## src/rtl/dma_xfer_ctrl_if.sv

```systemverilog
// Register-style DMA bus: one beat per valid/ready handshake, read or write
// selected by wr_en. The master holds addr/wr_en/wdata steady until ready.
interface dma_xfer_ctrl_if #(
    parameter int unsigned ADDR_WIDTH = 32,
    parameter int unsigned DATA_WIDTH = 32
);
    logic [ADDR_WIDTH-1:0] addr;
    logic                  wr_en;
    logic                  valid;
    logic [DATA_WIDTH-1:0] wdata;
    logic [DATA_WIDTH-1:0] rdata;
    logic                  ready;

    modport master (
        output addr,
        output wr_en,
        output valid,
        output wdata,
        input  rdata,
        input  ready
    );

    modport slave (
        input  addr,
        input  wr_en,
        input  valid,
        input  wdata,
        output rdata,
        output ready
    );
endinterface

```

## src/rtl/dma_xfer_ctrl.sv

```systemverilog
// Single-channel DMA sequencer: copies len words from an IO source to memory,
// one read beat then one write beat per word, ending with a sticky interrupt.
module dma_xfer_ctrl #(
    parameter int unsigned ADDR_WIDTH = 32,
    parameter int unsigned DATA_WIDTH = 32,
    parameter int unsigned LEN_WIDTH  = 16
) (
    input  logic                  clk,
    input  logic                  reset,
    input  logic                  cfg_start,
    input  logic [ADDR_WIDTH-1:0] cfg_src,
    input  logic [ADDR_WIDTH-1:0] cfg_dst,
    input  logic [LEN_WIDTH-1:0]  cfg_len,
    input  logic                  abort,
    input  logic                  intr_clr,
    dma_xfer_ctrl_if.master       bus,
    output logic                  busy,
    output logic                  intr,
    output logic                  aborted,
    output logic [LEN_WIDTH-1:0]  words_done
);

    typedef enum logic [1:0] {
        S_IDLE = 2'd0,
        S_RD   = 2'd1,
        S_WR   = 2'd2,
        S_DONE = 2'd3
    } state_t;

    localparam logic [ADDR_WIDTH-1:0] WORD_BYTES = ADDR_WIDTH'(4);

    state_t                state;
    state_t                state_nxt;
    logic [ADDR_WIDTH-1:0] src_ptr;
    logic [ADDR_WIDTH-1:0] dst_ptr;
    logic [DATA_WIDTH-1:0] data_q;
    logic [LEN_WIDTH-1:0]  len_q;
    logic                  abort_pend;
    logic                  last_word;
    logic                  stop_after_wr;

    assign last_word     = (words_done + LEN_WIDTH'(1)) == len_q;
    // An abort arriving in the same cycle as the write handshake still ends the run.
    assign stop_after_wr = last_word || abort_pend || abort;

    // NOTE: state registers use non-blocking assignments so every flop samples
    // the pre-edge values of the others, independent of process ordering.
    always_ff @(posedge clk or negedge reset) begin
        if (!reset) begin
            state <= S_IDLE;
        end else begin
            state <= state_nxt;
        end
    end

    // NOTE: state_nxt is given a default before the case so no path leaves it
    // unassigned, which would otherwise infer a latch.
    always_comb begin
        state_nxt = state;
        unique case (state)
            S_IDLE: begin
                if (cfg_start) begin
                    state_nxt = (cfg_len == '0) ? S_DONE : S_RD;
                end
            end
            S_RD: begin
                if (bus.ready) begin
                    state_nxt = S_WR;
                end
            end
            S_WR: begin
                if (bus.ready) begin
                    state_nxt = stop_after_wr ? S_DONE : S_RD;
                end
            end
            S_DONE: begin
                state_nxt = S_IDLE;
            end
            default: begin
                state_nxt = S_IDLE;
            end
        endcase
    end

    // Bus outputs decode the state register only, so reset drops valid at once.
    assign bus.valid = (state == S_RD) || (state == S_WR);
    assign bus.wr_en = (state == S_WR);
    assign bus.addr  = (state == S_WR) ? dst_ptr :
                       (state == S_RD) ? src_ptr : '0;
    assign bus.wdata = (state == S_WR) ? data_q : '0;
    assign busy      = (state != S_IDLE);

    always_ff @(posedge clk or negedge reset) begin
        if (!reset) begin
            src_ptr    <= '0;
            dst_ptr    <= '0;
            data_q     <= '0;
            len_q      <= '0;
            words_done <= '0;
            abort_pend <= 1'b0;
        end else begin
            unique case (state)
                S_IDLE: begin
                    if (cfg_start) begin
                        src_ptr    <= cfg_src;
                        dst_ptr    <= cfg_dst;
                        len_q      <= cfg_len;
                        words_done <= '0;
                        abort_pend <= 1'b0;
                    end
                end
                S_RD: begin
                    if (abort) begin
                        abort_pend <= 1'b1;
                    end
                    if (bus.ready) begin
                        data_q  <= bus.rdata;
                        src_ptr <= src_ptr + WORD_BYTES;
                    end
                end
                S_WR: begin
                    if (abort) begin
                        abort_pend <= 1'b1;
                    end
                    if (bus.ready) begin
                        dst_ptr    <= dst_ptr + WORD_BYTES;
                        words_done <= words_done + LEN_WIDTH'(1);
                    end
                end
                S_DONE: begin
                    // The run is already over here; a late abort has nothing left to stop.
                    abort_pend <= 1'b0;
                end
                default: begin
                    abort_pend <= 1'b0;
                end
            endcase
        end
    end

    // Completion flags: setting from DONE takes priority over a coincident clear.
    always_ff @(posedge clk or negedge reset) begin
        if (!reset) begin
            intr    <= 1'b0;
            aborted <= 1'b0;
        end else if (state == S_DONE) begin
            intr    <= 1'b1;
            aborted <= abort_pend;
        end else if (intr_clr) begin
            intr    <= 1'b0;
            aborted <= 1'b0;
        end
    end

    a_hold_during_stall : assert property (
        @(posedge clk) disable iff (!reset)
        (bus.valid && !bus.ready) |=>
            (bus.valid && $stable(bus.addr) && $stable(bus.wr_en) && $stable(bus.wdata))
    );

    a_words_bounded : assert property (
        @(posedge clk) disable iff (!reset)
        words_done <= len_q
    );

endmodule
```

## src/flat_wrapper.sv

```systemverilog
// flat-port wrapper written by rule: the top's interface ports become plain ports
module dma_xfer_ctrl_flat 
#(
    parameter int unsigned ADDR_WIDTH = 32,
    parameter int unsigned DATA_WIDTH = 32,
    parameter int unsigned LEN_WIDTH  = 16
)
  (clk, reset, cfg_start, cfg_src, cfg_dst, cfg_len, abort, intr_clr, busy, intr, aborted, words_done, bus_addr, bus_wr_en, bus_valid, bus_wdata, bus_rdata, bus_ready);
  dma_xfer_ctrl_if #(.ADDR_WIDTH(ADDR_WIDTH), .DATA_WIDTH(DATA_WIDTH)) bus_i ();
  input  logic clk;
  input  logic reset;
  input  logic cfg_start;
  input  logic [ADDR_WIDTH-1:0] cfg_src;
  input  logic [ADDR_WIDTH-1:0] cfg_dst;
  input  logic [LEN_WIDTH-1:0] cfg_len;
  input  logic abort;
  input  logic intr_clr;
  output logic busy;
  output logic intr;
  output logic aborted;
  output logic [LEN_WIDTH-1:0] words_done;
  output wire logic [$bits(bus_i.addr)-1:0] bus_addr;
  output wire logic [$bits(bus_i.wr_en)-1:0] bus_wr_en;
  output wire logic [$bits(bus_i.valid)-1:0] bus_valid;
  output wire logic [$bits(bus_i.wdata)-1:0] bus_wdata;
  input wire logic [$bits(bus_i.rdata)-1:0] bus_rdata;
  input wire logic [$bits(bus_i.ready)-1:0] bus_ready;
  assign bus_addr = bus_i.addr;
  assign bus_wr_en = bus_i.wr_en;
  assign bus_valid = bus_i.valid;
  assign bus_wdata = bus_i.wdata;
  assign bus_i.rdata = bus_rdata;
  assign bus_i.ready = bus_ready;
  dma_xfer_ctrl #(.ADDR_WIDTH(ADDR_WIDTH), .DATA_WIDTH(DATA_WIDTH), .LEN_WIDTH(LEN_WIDTH)) u_core (.clk(clk), .reset(reset), .cfg_start(cfg_start), .cfg_src(cfg_src), .cfg_dst(cfg_dst), .cfg_len(cfg_len), .abort(abort), .intr_clr(intr_clr), .bus(bus_i), .busy(busy), .intr(intr), .aborted(aborted), .words_done(words_done));
endmodule
```

## config.mk

```make
export PLATFORM = sky130hd
export DESIGN_NAME = dma_xfer_ctrl_flat
export DESIGN_NICKNAME = d
export VERILOG_FILES = /design/src/rtl/dma_xfer_ctrl_if.sv /design/src/rtl/dma_xfer_ctrl.sv /design/src/flat_wrapper.sv
export SDC_FILE = /design/constraint.sdc
export NUM_CORES = 1
export LEC_CHECK = 0
export ABC_AREA = 1
export CAP_MARGIN = 20
export CORE_ASPECT_RATIO = 1.4
export CORE_MARGIN = 4
export CORE_UTILIZATION = 40
export CTS_BUF_LIST = sky130_fd_sc_hd__clkbuf_8 sky130_fd_sc_hd__clkbuf_16
export DETAILED_ROUTE_END_ITERATION = 6
export PLACE_DENSITY_LB_ADDON = 0.12
export SYNTH_ARGS = -nofsm -noshare
export SYNTH_HDL_FRONTEND = slang
export SYNTH_SLANG_ARGS = --single-unit
```

## constraint.sdc

```tcl
create_clock -name clk -period 2.6 [get_ports clk]
set_clock_uncertainty 0.2 [all_clocks]
set_input_delay 0.78 -clock clk [delete_from_list [all_inputs] [get_ports clk]]
set_output_delay 0.78 -clock clk [all_outputs]
set_load 0.05 [all_outputs]
```

### After elaboration in Yosys (flattened, before gate mapping)

Index checks and enable logic that the tools add are counted.

* register bits after elaboration: 133
* bits of input ports: 118
* output and inout port bits: 85

* add/subtract/negate cells: 3
* eq/ne operators: 8
* muxes and demuxes: 24
* reductions and logical operators: 16

Operator list (number)
* two-way mux 32 bit: 7
* one-hot mux 32 bit (2 select lines): 2
* adder 32 x 3 -> 32 bit, second input constant: 2
* two-way mux 16 bit: 2
* one-hot mux 16 bit (2 select lines): 1
* adder 16 x 1 -> 16 bit, second input constant: 1
* == test 16 bit: 1
* logical NOT 16 bit: 1
* two-way mux 2 bit: 5
* AND reduction 3 bit: 3
* one-hot mux 2 bit (4 select lines): 1
* nonzero test 2 bit: 4
* AND reduction 2 bit: 3
* two-way mux 1 bit: 5
* == test 2 bit, second input constant: 2
* != test 2 x 1 -> 1 bit, second input constant: 2
* != test 2 bit, second input constant: 2
* logical OR 1 bit: 3
* one-hot mux 1 bit (3 select lines): 1
* == test 2 x 1 -> 1 bit, second input constant: 1
* logical NOT 2 bit: 1
* OR reduction 2 bit: 1

### Logic depth before layout (Yosys ltp)

Gate-level depths: netlist of run 1.

* depth in word-level cells: 7
* depth in mapped cells: 18

### Least setup slack after synthesis of run 1

No wires, ideal clock.

* path type: register to output
* from: register u_core.state[0]
* to: output port bus_addr[10]
* arrival: 2.790 ns
* data required time: 1.620 ns
* setup slack: -1.170 ns
* cell stages (with the launch flop): 9
* path buffers: 3
* path through: dfrtp_1 > inv_1 > ha_1 > buf_2 > inv_1 > clkbuf_1 > nand2_1 > clkbuf_1 > o21ai_0

* elaborated cells between the ends (all ways): 4

RTL lines
* start, declared: RTL line dma_xfer_ctrl.sv:32 `state_t state;`
* start signal, assigned: RTL line dma_xfer_ctrl.sv:52 `state <= state_nxt;`
* == test 2 bit
* named net bus_wr_en: RTL line flat_wrapper.sv:23 `output wire logic [$bits(bus_i.wr_en)-1:0] bus_wr_en;`
* two-way mux 32 bit: RTL line dma_xfer_ctrl.sv:88 `assign bus.addr = (state == S_WR) ? dst_ptr :`
* end, declared: RTL line flat_wrapper.sv:22 `output wire logic [$bits(bus_i.addr)-1:0] bus_addr;`

The timed path passes the listed nets, and every way through them passes these cells.

### Final worst setup path of run 1

* from: register u_core.state[1]
* to: output port bus_addr[22]

* cells in the longest elaborated chain, start to end: 3
* elaborated cells between the ends (all ways): 4

RTL lines
* == test 2 x 1 -> 1 bit: RTL line dma_xfer_ctrl.sv:89 `(state == S_RD) ? src_ptr : '0;`
* two-way mux 32 bit: RTL line dma_xfer_ctrl.sv:89
* two-way mux 32 bit *: RTL line dma_xfer_ctrl.sv:88

Mark *: on every way between the ends. The rest lies on a longest branch, timed or not.

==> results of run 1 <==
synthesized netlist by cell type, drive strengths merged, types with 3 or more instances:
cell type	count	area [um2]
inv	169	634
dfrtp	133	3330
a21oi	19	95.1
o211ai	19	143
nor2	70	338
or2	8	55.1
nand2	269	1020
o22ai	32	200
ha	8	100
o21ai	122	614
o221ai	3	26.3
nand4	22	144
buf	17	78.8
clkbuf	27	101
nor4	8	50.1
nand3b	4	30.0
nor3	21	149
a31oi	3	18.8
mux2i	3	30.0
nand3	85	455
mux2	33	372
o31ai	3	27.5
a22oi	5	37.5
xor2	13	114
flip-flops by register name, indices dropped and copies added, names as in the netlist:
| name | count |
|---|---|
| u_core.src_ptr | 32 |
| u_core.dst_ptr | 32 |
| u_core.state | 2 |
| u_core.intr | 1 |
| u_core.aborted | 1 |
| u_core.data_q | 32 |
| u_core.len_q | 16 |
| u_core.abort_pend | 1 |
| u_core.words_done | 16 |
cell families after synthesis:
| group | after synthesis | synth area share |
|---|---|---|
| adder cells (fa/ha/maj) | 8 | 0.0121 |
| flip-flops | 133 | 0.402 |
| AO/OA/AOI/OAI | 215 | 0.150 |
| XOR/XNOR | 15 | 0.0175 |
| multiplexers | 36 | 0.0486 |
| buffers and inverters | 213 | 0.0985 |
| AND/OR/NAND/NOR | 487 | 0.271 |
cells in the final DEF, fill, tap and decap left out, types with 6 or more instances in the layout:
cell type                           n
sky130_fd_sc_hd__nor3_1            15
sky130_fd_sc_hd__nand2_1          238
sky130_fd_sc_hd__inv_2              8
sky130_fd_sc_hd__buf_4             38
sky130_fd_sc_hd__xor2_1            13
sky130_fd_sc_hd__dfrtp_1          132
sky130_fd_sc_hd__o211ai_1          19
sky130_fd_sc_hd__buf_6             24
sky130_fd_sc_hd__clkbuf_16         19
sky130_fd_sc_hd__clkinvlp_4        36
sky130_fd_sc_hd__o22ai_4           10
sky130_fd_sc_hd__o21ai_1           13
sky130_fd_sc_hd__nor4_1             8
sky130_fd_sc_hd__mux2_2            33
sky130_fd_sc_hd__nor2_2             8
sky130_fd_sc_hd__buf_8             10
sky130_fd_sc_hd__nand4_1           21
sky130_fd_sc_hd__o21ai_0           86
sky130_fd_sc_hd__clkdlybuf4s50_1  116
sky130_fd_sc_hd__o22ai_1           22
sky130_fd_sc_hd__nand3_2            6
sky130_fd_sc_hd__a21oi_1           18
sky130_fd_sc_hd__buf_12            48
sky130_fd_sc_hd__nand3_1           79
sky130_fd_sc_hd__nor2_1            54
sky130_fd_sc_hd__nor2_4             8
sky130_fd_sc_hd__nand2_2           25
sky130_fd_sc_hd__inv_1            127
sky130_fd_sc_hd__o21ai_4           21
final timing paths:
check	end	cells past startpoint
worst min-delay path	u_core.words_done[12]	2
worst max-delay path	bus_addr[22]	6
worst min register to register	u_core.aborted	2
min in group clk	u_core.aborted	2
max in group asynchronous	u_core.src_ptr[23]	2
worst max register to register	u_core.src_ptr[28]	12
layer usage:
metal  vias up  part of all wire  global-route usage
met5         -                 0                   0
met4         0             0.027              0.0971
met3        46             0.057              0.0431
met2       301              0.54               0.432
met1      4002              0.38               0.295
li1       4129                 -                   -
repair_timing:
item / 4_1_cts / 5_1_grt
gates cloned: 5 / 2
pin swaps: 1 / 3
setup buffers: 6 / 2
gates resized for setup: 83 / 18
hold buffers: 0 / 0
setup endpoints to repair: 69 / 69
power groups by stage:
stage / Clock, mW / Combinational (mW) / Sequential (mW)
after floorplan: 0 / 6.87 / 4.00
after global placement: 0 / 10.4 / 3.90
after detailed placement: 0 / 10.5 / 3.92
after CTS: 2.52 / 11.3 / 3.94
after global routing: 2.61 / 12.3 / 4.10
final: 2.47 / 11.4 / 3.97
through the flow:
step | setup slack [ns] | util | area [um2] | cells
6_report | -0.181 | 0.623 | 12700 | 1599
5_1_grt | -0.242 | 0.623 | 12700 | 1598
4_1_cts | -0.210 | 0.620 | 12700 | 1597
3_5_place_dp | -0.0269 | 0.569 | 11600 | 1554
3_3_place_gp | 0.0222 | 0.569 | 11600 | 1554
2_1_floorplan | -0.0614 | - | 8910 | 1107
final cells by class:
cell class	instances	area [um2]
fillers	1802	7700
multi-input cells	761	4670
flip-flops and latches	133	3330
repair buffers	247	3020
inverters	169	762
clock buffers	21	480
well taps	256	320
clock inverters	11	123
diodes	1	2.50
==> implementation parameters, run 1 <==
Parameter                              Value

Pwr
  Net switching power figure ... 8.70 mW
  Switch share ... 0.488
  Share of total power in combinational logic ... 0.639
  Part of the total power dissipated in the clock network ... 0.139
  Internal cell power ... 9.12 mW
  Leakage ... 5.49 nW
  Final Total Pwr ... 17.8 mW
  Power density normalized to cell area ... 1400 nW/um2
  Largest vdd supply drop ... 1.11 mV
  Sequential share of power ... 0.222

Synth
  Post-Synthesis Mean Instance Area ... 7.47 um2
  Net count after synthesis ... 1233
  EDFF count, synth ... 0
  Cell count after synthesis ... 1107
  Cell variety after synth ... 47
  Warning count from the yosys run ... 0
  Most used flip-flop cell after synthesis ... sky130_fd_sc_hd__dfrtp_1
  Number of register bits inferred by synthesis ... 133
  Async SR Flop Fraction ... 1.00
  Netlist area before placement ... 8270 um2
  Sequential fraction of the synthesis area ... 0.402

Drt
  Vias post-DR ... 8478
  Iteration count of the initial detailed-routing pass ... 5
  Vias per Instance ... 5.30
  Number of nets with antenna violations after routing ... 0
  DRC violation count after routing ... 0
  Starting DRT DRC Count ... 582
  Routed WL ... 28.0 mm
  Routed length per instance ... 17.5 um

Global route
  Global-route wire length before repair ... 44.0 mm
  Largest net degree at the start of global routing ... 73
  Global-route usage over all layers ... 0.245
  Overall overflow remaining after global route ... 0
  Antenna violations before repair ... 0
  Via count of the first global-routing pass ... 8361

Clocking
  Root buffer selected by CTS ... sky130_fd_sc_hd__clkbuf_16
  Clock buffer count from CTS ... 17
  CTS tree ... done
  Clk sinks ... 133
  H-tree depth ... 4
  Clock-pin slew of the registers on the worst-case setup and hold paths ... 0.06 ns
  Number of buffers on the longest clock path ... 2
  Worst-Skew Late Latency ... 0.42 ns

Timing
  Final worst-path setup slack ... -0.181 ns
  Setup repair after global routing missed its margin ... yes
  Min cycle time layout ... 2.78 ns
  Setup Total Neg Slack ... -7.01 ns
  Final max-slew violation count ... 0
  Final-layout worst hold slack ... 0.130 ns
  Highest clock rate ... 0.360 GHz
  Final hold violation count ... 0
  Headroom to the max-slew limit ... 0.642
  Post-route clock period utilization ... 1.07
  Final setup violating endpoints ... 64
  Worst Max-Slew Pin Slew ... 0.536 ns

Placed design
  Count of buffers inserted at the top-level ports ... 202
  Detailed-placement wirelength estimate ... 20.6 mm
  Final estimated routing congestion in global placement ... 0.882

Floorplanning
  Starting density of the core ... 0.405
  Overall die height ... 178 um
  Ports ... 203
  Die Width ... 130 um
  Core area ... 20400 um2
  Site Rows ... 62
  Die ar. ... 23100 um2

Worst setup path
  Crit start category ... flip-flop
  Critical path data arrival time ... 1.80 ns
  Source of the critical timing path ... u_core.state[1]
  Required time worst endpoint ... 1.62 ns
  Combined buffer and inverter count along the critical path ... 3
  Critical setup path kind ... flip-flop to output port
  Register-to-register setup slack ... 0.17 ns
  Critical path's top delay family ... buffers and inverters
  Crit. End Element ... output port
  Slowest-stage cell, CP ... sky130_fd_sc_hd__dfrtp_2
  Delay of the slowest cell on the worst path ... 0.45 ns
  Launch point of the worst reg-to-reg path ... u_core.src_ptr[2]
  Maximum fanout along the worst path ... 7
  Critical path, cell by cell ... ha_4, inv_6, nand2_8, clkbuf_16, o21ai_4, buf_8

Status
  Run status ... finished, violations left
  Violated checks ... negative setup slack

Finish
  Fraction of final layout cells sized beyond drive strength 1 ... 0.253
  Area growth from synthesis to final layout ... 53.6%
  Post-layout nets ... 1455

Flow run
  Max-cap violations ... 0

Worst hold path
  Hold Crit Class ... primary input to asynchronous set/reset pin
(Power assumes the default switching activity.)
==> inputs of run 2 (changes only) <==
--- a/config.mk
+++ b/config.mk
@@ -13,6 +13,8 @@
 export CTS_BUF_LIST = sky130_fd_sc_hd__clkbuf_8 sky130_fd_sc_hd__clkbuf_16
 export DETAILED_ROUTE_END_ITERATION = 6
 export PLACE_DENSITY_LB_ADDON = 0.12
+export SETUP_SLACK_MARGIN = 0.5
+export SKIP_CTS_REPAIR_TIMING = 1
 export SYNTH_ARGS = -nofsm -noshare
 export SYNTH_HDL_FRONTEND = slang
 export SYNTH_SLANG_ARGS = --single-unit
==> implementation parameters, run 2 (synthesis results as in run 1) <==
Parameter                              Value

Worst setup path
  Crit. End Element ... output port
  Slowest-stage cell, CP ... sky130_fd_sc_hd__dfrtp_2
  Launch point of the worst reg-to-reg path ... u_core.state[0]
  Critical path data arrival time ... 1.87 ns (+0.07 ns)
  Delay of the slowest cell on the worst path ... 0.45 ns (about the same)
  Register-to-Register Path Depth ... 13 (+1)
  Register-to-register setup slack ... 0.03 ns (-0.14 ns)
  Critical path, cell by cell ... inv_4, ha_4, buf_12, clkbuf_16, nand2_2, o21ai_4, buf_12
  Critical setup path kind ... flip-flop to output port
  Required time worst endpoint ... 1.62 ns (about the same)
  Maximum fanout along the worst path ... 11 (+4)
  Crit start category ... flip-flop
  Source of the critical timing path ... u_core.state[0]
  Reg-to-Reg End ... u_core.dst_ptr[7]
  Critical path's most frequent cell ... sky130_fd_sc_hd__buf_12
  Worst Setup EP ... bus_addr[17]

Clocking
  Clock-pin slew of the registers on the worst-case setup and hold paths ... 0.06 ns (about the same)
  Clk sinks ... 133 (unchanged)
  CTS tree ... done
  Root buffer selected by CTS ... sky130_fd_sc_hd__clkbuf_16
  Worst-Skew Late Latency ... 0.43 ns (about the same)
  H-tree depth ... 4 (unchanged)
  Clock buffer count from CTS ... 17 (unchanged)
  Number of buffers on the longest clock path ... 2 (unchanged)

Timing
  Final setup violating endpoints ... 65 (+1.6%)
  Min cycle time layout ... 2.85 ns (+0.0716 ns)
  Final worst-path setup slack ... -0.253 ns (-0.0716 ns)
  Final hold violation count ... 0 (unchanged)
  Highest clock rate ... 0.351 GHz (-2.5%)
  Setup repair after global routing missed its margin ... yes
  Post-route clock period utilization ... 1.10 (+0.0275)
  Setup Total Neg Slack ... -12.36 ns (-5.34 ns)
  Final max-slew violation count ... 0 (unchanged)
  Worst Max-Slew Pin Slew ... 0.487 ns (-0.0491 ns)
  Headroom to the max-slew limit ... 0.673 (+0.0303)

Floorplanning
  Site Rows ... 62 (unchanged)
  Die ar. ... 23100 um2 (unchanged)
  Core area ... 20400 um2 (unchanged)
  Overall die height ... 178 um (unchanged)
  Ports ... 203 (unchanged)
  Die Width ... 130 um (unchanged)
  Starting density of the core ... 0.405 (unchanged)

Status
  Run status ... finished, violations left
  Violated checks ... design-rule violations, negative setup slack

Placed design
  Final estimated routing congestion in global placement ... 0.900 (+1.9%)
  Detailed-placement wirelength estimate ... 21.1 mm (+2.1%)
  Count of buffers inserted at the top-level ports ... 202 (unchanged)

Global route
  Overall overflow remaining after global route ... 0 (unchanged)
  Global-route usage over all layers ... 0.240 (-0.00485)
  Largest net degree at the start of global routing ... 48 (-34%)
  Via count of the first global-routing pass ... 8309 (-0.62%)
  Antenna violations before repair ... 1 (+1)
  Global-route wire length before repair ... 43.4 mm (-1.4%)

Flow run
  Max-cap violations ... 0 (unchanged)

Drt
  Number of nets with antenna violations after routing ... 0 (unchanged)
  Vias post-DR ... 9040 (+6.6%)
  Iteration count of the initial detailed-routing pass ... 7 (+2)
  Routed length per instance ... 19.3 um (+10%)
  Starting DRT DRC Count ... 643 (+10%)
  DRC violation count after routing ... 2 (+2)
  Routed WL ... 31.9 mm (+14%)
  Vias per Instance ... 5.47 (+3.2%)

Finish
  Commonest cells after routing, fill and taps aside ... 227 x sky130_fd_sc_hd__nand2_1, 125 x sky130_fd_sc_hd__inv_1, 116 x sky130_fd_sc_hd__clkdlybuf4s50_1
  Final core occ ... 0.703 (+0.0797)
  Post-layout nets ... 1509 (+3.7%)
  Fraction of final layout cells sized beyond drive strength 1 ... 0.363 (+0.111)
  Count of antenna diodes in the layout ... 0 (-1)
  Area growth from synthesis to final layout ... 73.3%
  Largest registers in the final layout ... u_core.data_q x32, u_core.dst_ptr x32, u_core.src_ptr x32
  Most common cell after layout, fill and taps aside ... sky130_fd_sc_hd__nand2_1

Pwr
  Largest vdd supply drop ... 1.11 mV (about the same)
  Power density normalized to cell area ... 1490 nW/um2 (+6.3%)
  Leakage ... 6.04 nW (+10%)

Worst hold path
  Hold Crit Class ... primary input to asynchronous set/reset pin
## run 2: cell count changes in the layout (fill, tap and decap cells not counted), sizes merged, moves of 2 or more
cell and change:
buf +39, clkinvlp -2, dlygate4sd2 -5, clkbuf +16, clkinv +7
## run 2: final cells by class
cell class	count	area (um2)
clock buffer	17	425
clock inverter	15	168
fill	1543	6070
inverter	169	802
multi-input combinational	761	5260
sequential	133	3350
tap	256	320
timing repair buffer	300	4000
timing repair inverter	1	8.76
## run 2: worst min path at each step
stage | end | cells past startpoint
after detailed placement | u_core.intr | 2
after CTS | u_core.len_q[6] | 1
after floorplan | u_core.len_q[10] | 2
after global placement | u_core.intr | 2
after global routing | u_core.words_done[5] | 1
final | u_core.words_done[6] | 1
## run 2: report_power, final
group	switching, mW	internal (mW)	leakage [nW]
sequential	0.954	3.10	1.61
combinational	8.28	6.60	4.13
clock	0.948	1.50	0.306
total	10.2	11.2	6.04
## run 2: critical path, delay by kind of cell (launching register included)
family | cells | cell delay [ns]
buffers and inverters | 4 | 0.55
flip-flops | 1 | 0.45
adder cells (fa/ha/maj) | 1 | 0.23
AND/OR/NAND/NOR | 1 | 0.11
AO/OA/AOI/OAI | 1 | 0.10
## run 2: per-stage QoR
stage / power [mW] / cell area, um2 / instances / hold slack [ns] / setup WS [ns]
final: 21.4 / 14300 / 1652 / 0.0729 / -0.253
after global routing: 22.4 / 14300 / 1652 / 0.0954 / -0.311
after CTS: 17.9 / 12700 / 1587 / 0.0930 / -0.344
after detailed placement: 15.4 / 12100 / 1555 / 0.260 / -0.0320
after global placement: 15.2 / 12100 / 1555 / 0.259 / -0.00584
after floorplan: 11.0 / 8980 / 1107 / 0.266 / -0.0431
## run 2: routing by layer
| metal | wire length [um] | vias up | part of all wire | global-route usage |
|---|---|---|---|---|
| met5 | 14 | - | 0.00044 | 0 |
| li1 | - | 4234 | - | - |
| met3 | 2160 | 106 | 0.068 | 0.0599 |
| met4 | 1670 | 2 | 0.052 | 0.106 |
| met2 | 16400 | 402 | 0.51 | 0.416 |
| met1 | 11700 | 4296 | 0.37 | 0.280 |
==> inputs of run 3 (changes only) <==
--- a/config.mk
+++ b/config.mk
@@ -12,6 +12,8 @@
 export CORE_UTILIZATION = 40
 export CTS_BUF_LIST = sky130_fd_sc_hd__clkbuf_8 sky130_fd_sc_hd__clkbuf_16
 export DETAILED_ROUTE_END_ITERATION = 6
+export HOLD_SLACK_MARGIN = 0.12
+export MAX_ROUTING_LAYER = met4
 export PLACE_DENSITY_LB_ADDON = 0.12
 export SETUP_SLACK_MARGIN = 0.5
 export SKIP_CTS_REPAIR_TIMING = 1
==> constraint.sdc (replaced) <==
create_clock -name clk -period 2.9 [get_ports clk]
set_clock_uncertainty 0.2 [all_clocks]
set_input_delay 0.87 -clock clk [delete_from_list [all_inputs] [get_ports clk]]
set_output_delay 0.87 -clock clk [all_outputs]
set_load 0.05 [all_outputs]
==> implementation parameters, run 3 (synthesis results as in run 1) <==
Parameter                              Value

Timing
  Highest clock rate ... 0.341 GHz
  Post-route clock period utilization ... 1.01
  Final max-slew violation count ... 0 (unchanged)
  Worst Max-Slew Pin Slew ... 0.542 ns (+0.0553 ns)
  Min cycle time layout ... 2.94 ns
  Final setup violating endpoints ... 28 (-57%)
  Setup repair after global routing missed its margin ... yes
  Final worst-path setup slack ... -0.0353 ns (+0.217 ns)
  Final-layout worst hold slack ... 0.169 ns (+0.0966 ns)
  Final hold violation count ... 0 (unchanged)
  Headroom to the max-slew limit ... 0.638 (-0.0344)

Clocking
  Clock buffer count from CTS ... 17 (unchanged)
  Worst-Skew Late Latency ... 0.43 ns (about the same)
  Clk sinks ... 133 (unchanged)
  Clock-pin slew of the registers on the worst-case setup and hold paths ... 0.07 ns (about the same)
  CTS tree ... done
  H-tree depth ... 4 (unchanged)
  Number of buffers on the longest clock path ... 2 (unchanged)
  Root buffer selected by CTS ... sky130_fd_sc_hd__clkbuf_16

Pwr
  Power density normalized to cell area ... 1310 nW/um2 (-12%)
  Internal cell power ... 9.34 mW (-17%)
  Net switching power figure ... 8.73 mW (-14%)
  Largest vdd supply drop ... 1.08 mV (-2.8%)
  Switch share ... 0.483 (+0.00703)
  Share of total power in combinational logic ... 0.671 (-0.025)
  Final Total Pwr ... 18.1 mW (-16%)
  Leakage ... 6.02 nW (-0.33%)
  Sequential share of power ... 0.203 (+0.013)
  Part of the total power dissipated in the clock network ... 0.125 (+0.011)

Global route
  Largest net degree at the start of global routing ... 80 (+67%)
  Global-route wire length before repair ... 42.8 mm (-1.3%)
  Routing usage on met1 ... 0.282 (+0.00157)
  Global-route usage over all layers ... 0.245 (+0.00435)
  Met3 track demand over resource in global routing ... 0.0386 (-0.0213)
  Via count of the first global-routing pass ... 8163 (-1.8%)
  Top Usage Layer GRT ... met2
  Antenna violations before repair ... 0 (-1)
  Overall overflow remaining after global route ... 0 (unchanged)
  Met2 track demand over resource ... 0.420 (+0.00346)

Finish
  Final core occ ... 0.676 (-0.0265)
  Post-layout nets ... 1477 (-2.1%)
  Largest registers in the final layout ... u_core.data_q x32, u_core.dst_ptr x32, u_core.src_ptr x32
  Cell area after layout ... 13800 um2 (-3.8%)
  Area growth from synthesis to final layout ... 66.7%
  Most common cell after layout, fill and taps aside ... sky130_fd_sc_hd__nand2_1
  Final cell count without fillers ... 1621 (-1.9%)
  Fraction of final layout cells sized beyond drive strength 1 ... 0.317 (-0.0457)
  Commonest cells after routing, fill and taps aside ... 211 x sky130_fd_sc_hd__nand2_1, 127 x sky130_fd_sc_hd__inv_1, 127 x sky130_fd_sc_hd__dfrtp_1

Placed design
  Number of placed instances with taps included ... 1541 (-0.90%)
  Final estimated routing congestion in global placement ... 0.934 (+3.8%)
  Detailed-placement wirelength estimate ... 20.8 mm (-1.4%)
  Count of buffers inserted at the top-level ports ... 202 (unchanged)
  Post-Place Cell Area ... 11900 um2 (-1.3%)

Worst setup path
  Crit. End Element ... output port
  Critical path data arrival time ... 1.87 ns (about the same)
  Critical setup path kind ... flip-flop to output port
  Crit start category ... flip-flop
  Required time worst endpoint ... 1.83 ns (+0.21 ns)
  Maximum fanout along the worst path ... 8 (-3)

Drt
  Routed length per instance ... 19.2 um (-0.36%)
  Number of nets with antenna violations after routing ... 0 (unchanged)
  Vias post-DR ... 8873 (-1.8%)
  Starting DRT DRC Count ... 613 (-4.7%)
  Vias per Instance ... 5.47 (about the same)
  Iteration count of the initial detailed-routing pass ... 6 (-1)
  DRC violation count after routing ... 0 (-2)
  Routed WL ... 31.2 mm (-2.2%)

Status
  Violated checks ... negative setup slack
  Run status ... finished, violations left

Floorplanning
  Core area ... 20400 um2 (unchanged)
  Starting density of the core ... 0.405 (unchanged)
  Overall die height ... 178 um (unchanged)
  Die Width ... 130 um (unchanged)
  Ports ... 203 (unchanged)
  Site Rows ... 62 (unchanged)
  Die ar. ... 23100 um2 (unchanged)

Worst hold path
  Hold Crit Class ... primary input to asynchronous set/reset pin

Flow run
  Max-cap violations ... 0 (unchanged)
run 3: changes by cell type in the layout (fill, tap and decap cells not counted), sizes merged:
cell	delta
inv	-1
dlymetal6s2s	+8
clkinv	-3
buf	-37
diode	+1
clkinvlp	+1
run 3: metal layers:
layer | part of all wire | wire, um
met1 | 0.38 | 11900
met2 | 0.52 | 16100
met3 | 0.055 | 1720
met4 | 0.046 | 1430
met5 | 0 | 0
run 3: stage by stage:
stage                     TNS, ns  setup WS, ns
final                      -0.500       -0.0353
after global routing        -3.09        -0.104
after CTS                   -6.37        -0.218
after detailed placement        0         0.180
after global placement          0         0.223
after floorplan                 0         0.167
run 3: final timing paths:
kind	startpoint	end	slack, ns	cells past startpoint
max	u_core.state[0]	bus_addr[3]	-0.04	7
min	reset	u_core.words_done[14]	0.17	1
min reg2reg	u_core.aborted	u_core.aborted	0.30	2
max reg2reg	u_core.state[0]	u_core.dst_ptr[17]	0.33	13
max in group asynchronous	reset	u_core.state[1]	1.67	2
min in group clk	u_core.aborted	u_core.aborted	0.30	2
run 3: worst max-delay path: stages (launching register included):
cell and delay, ns:
sky130_fd_sc_hd__dfrtp_2 0.45, sky130_fd_sc_hd__inv_4 0.09, sky130_fd_sc_hd__ha_4 0.24, sky130_fd_sc_hd__clkinv_8 0.11, sky130_fd_sc_hd__nand2_8 0.14, sky130_fd_sc_hd__buf_12 0.17, sky130_fd_sc_hd__o22ai_4 0.08, sky130_fd_sc_hd__buf_12 0.16
run 3: area by class of cell:
class                           instances  area, um2
Timing Repair Buffer                  269       3620
Tap cell                              256        320
Multi-Input combinational cell        761       5120
Inverter                              169        781
Clock buffer                           19        453
Fill cell                            1597       6610
Clock inverter                         13        158
Antenna cell                            1       2.50
Sequential cell                       133       3340
run 3: power groups by stage:
stage          registers, mW  clock network (mW)  logic, mW
6_report                3.67                2.26       12.1
4_1_cts                 3.52                2.29       10.0
5_1_grt                 3.78                2.37       12.8
2_1_floorplan           3.59                   0       6.22
3_5_place_dp            3.53                   0       10.0
3_3_place_gp            3.50                   0       9.89
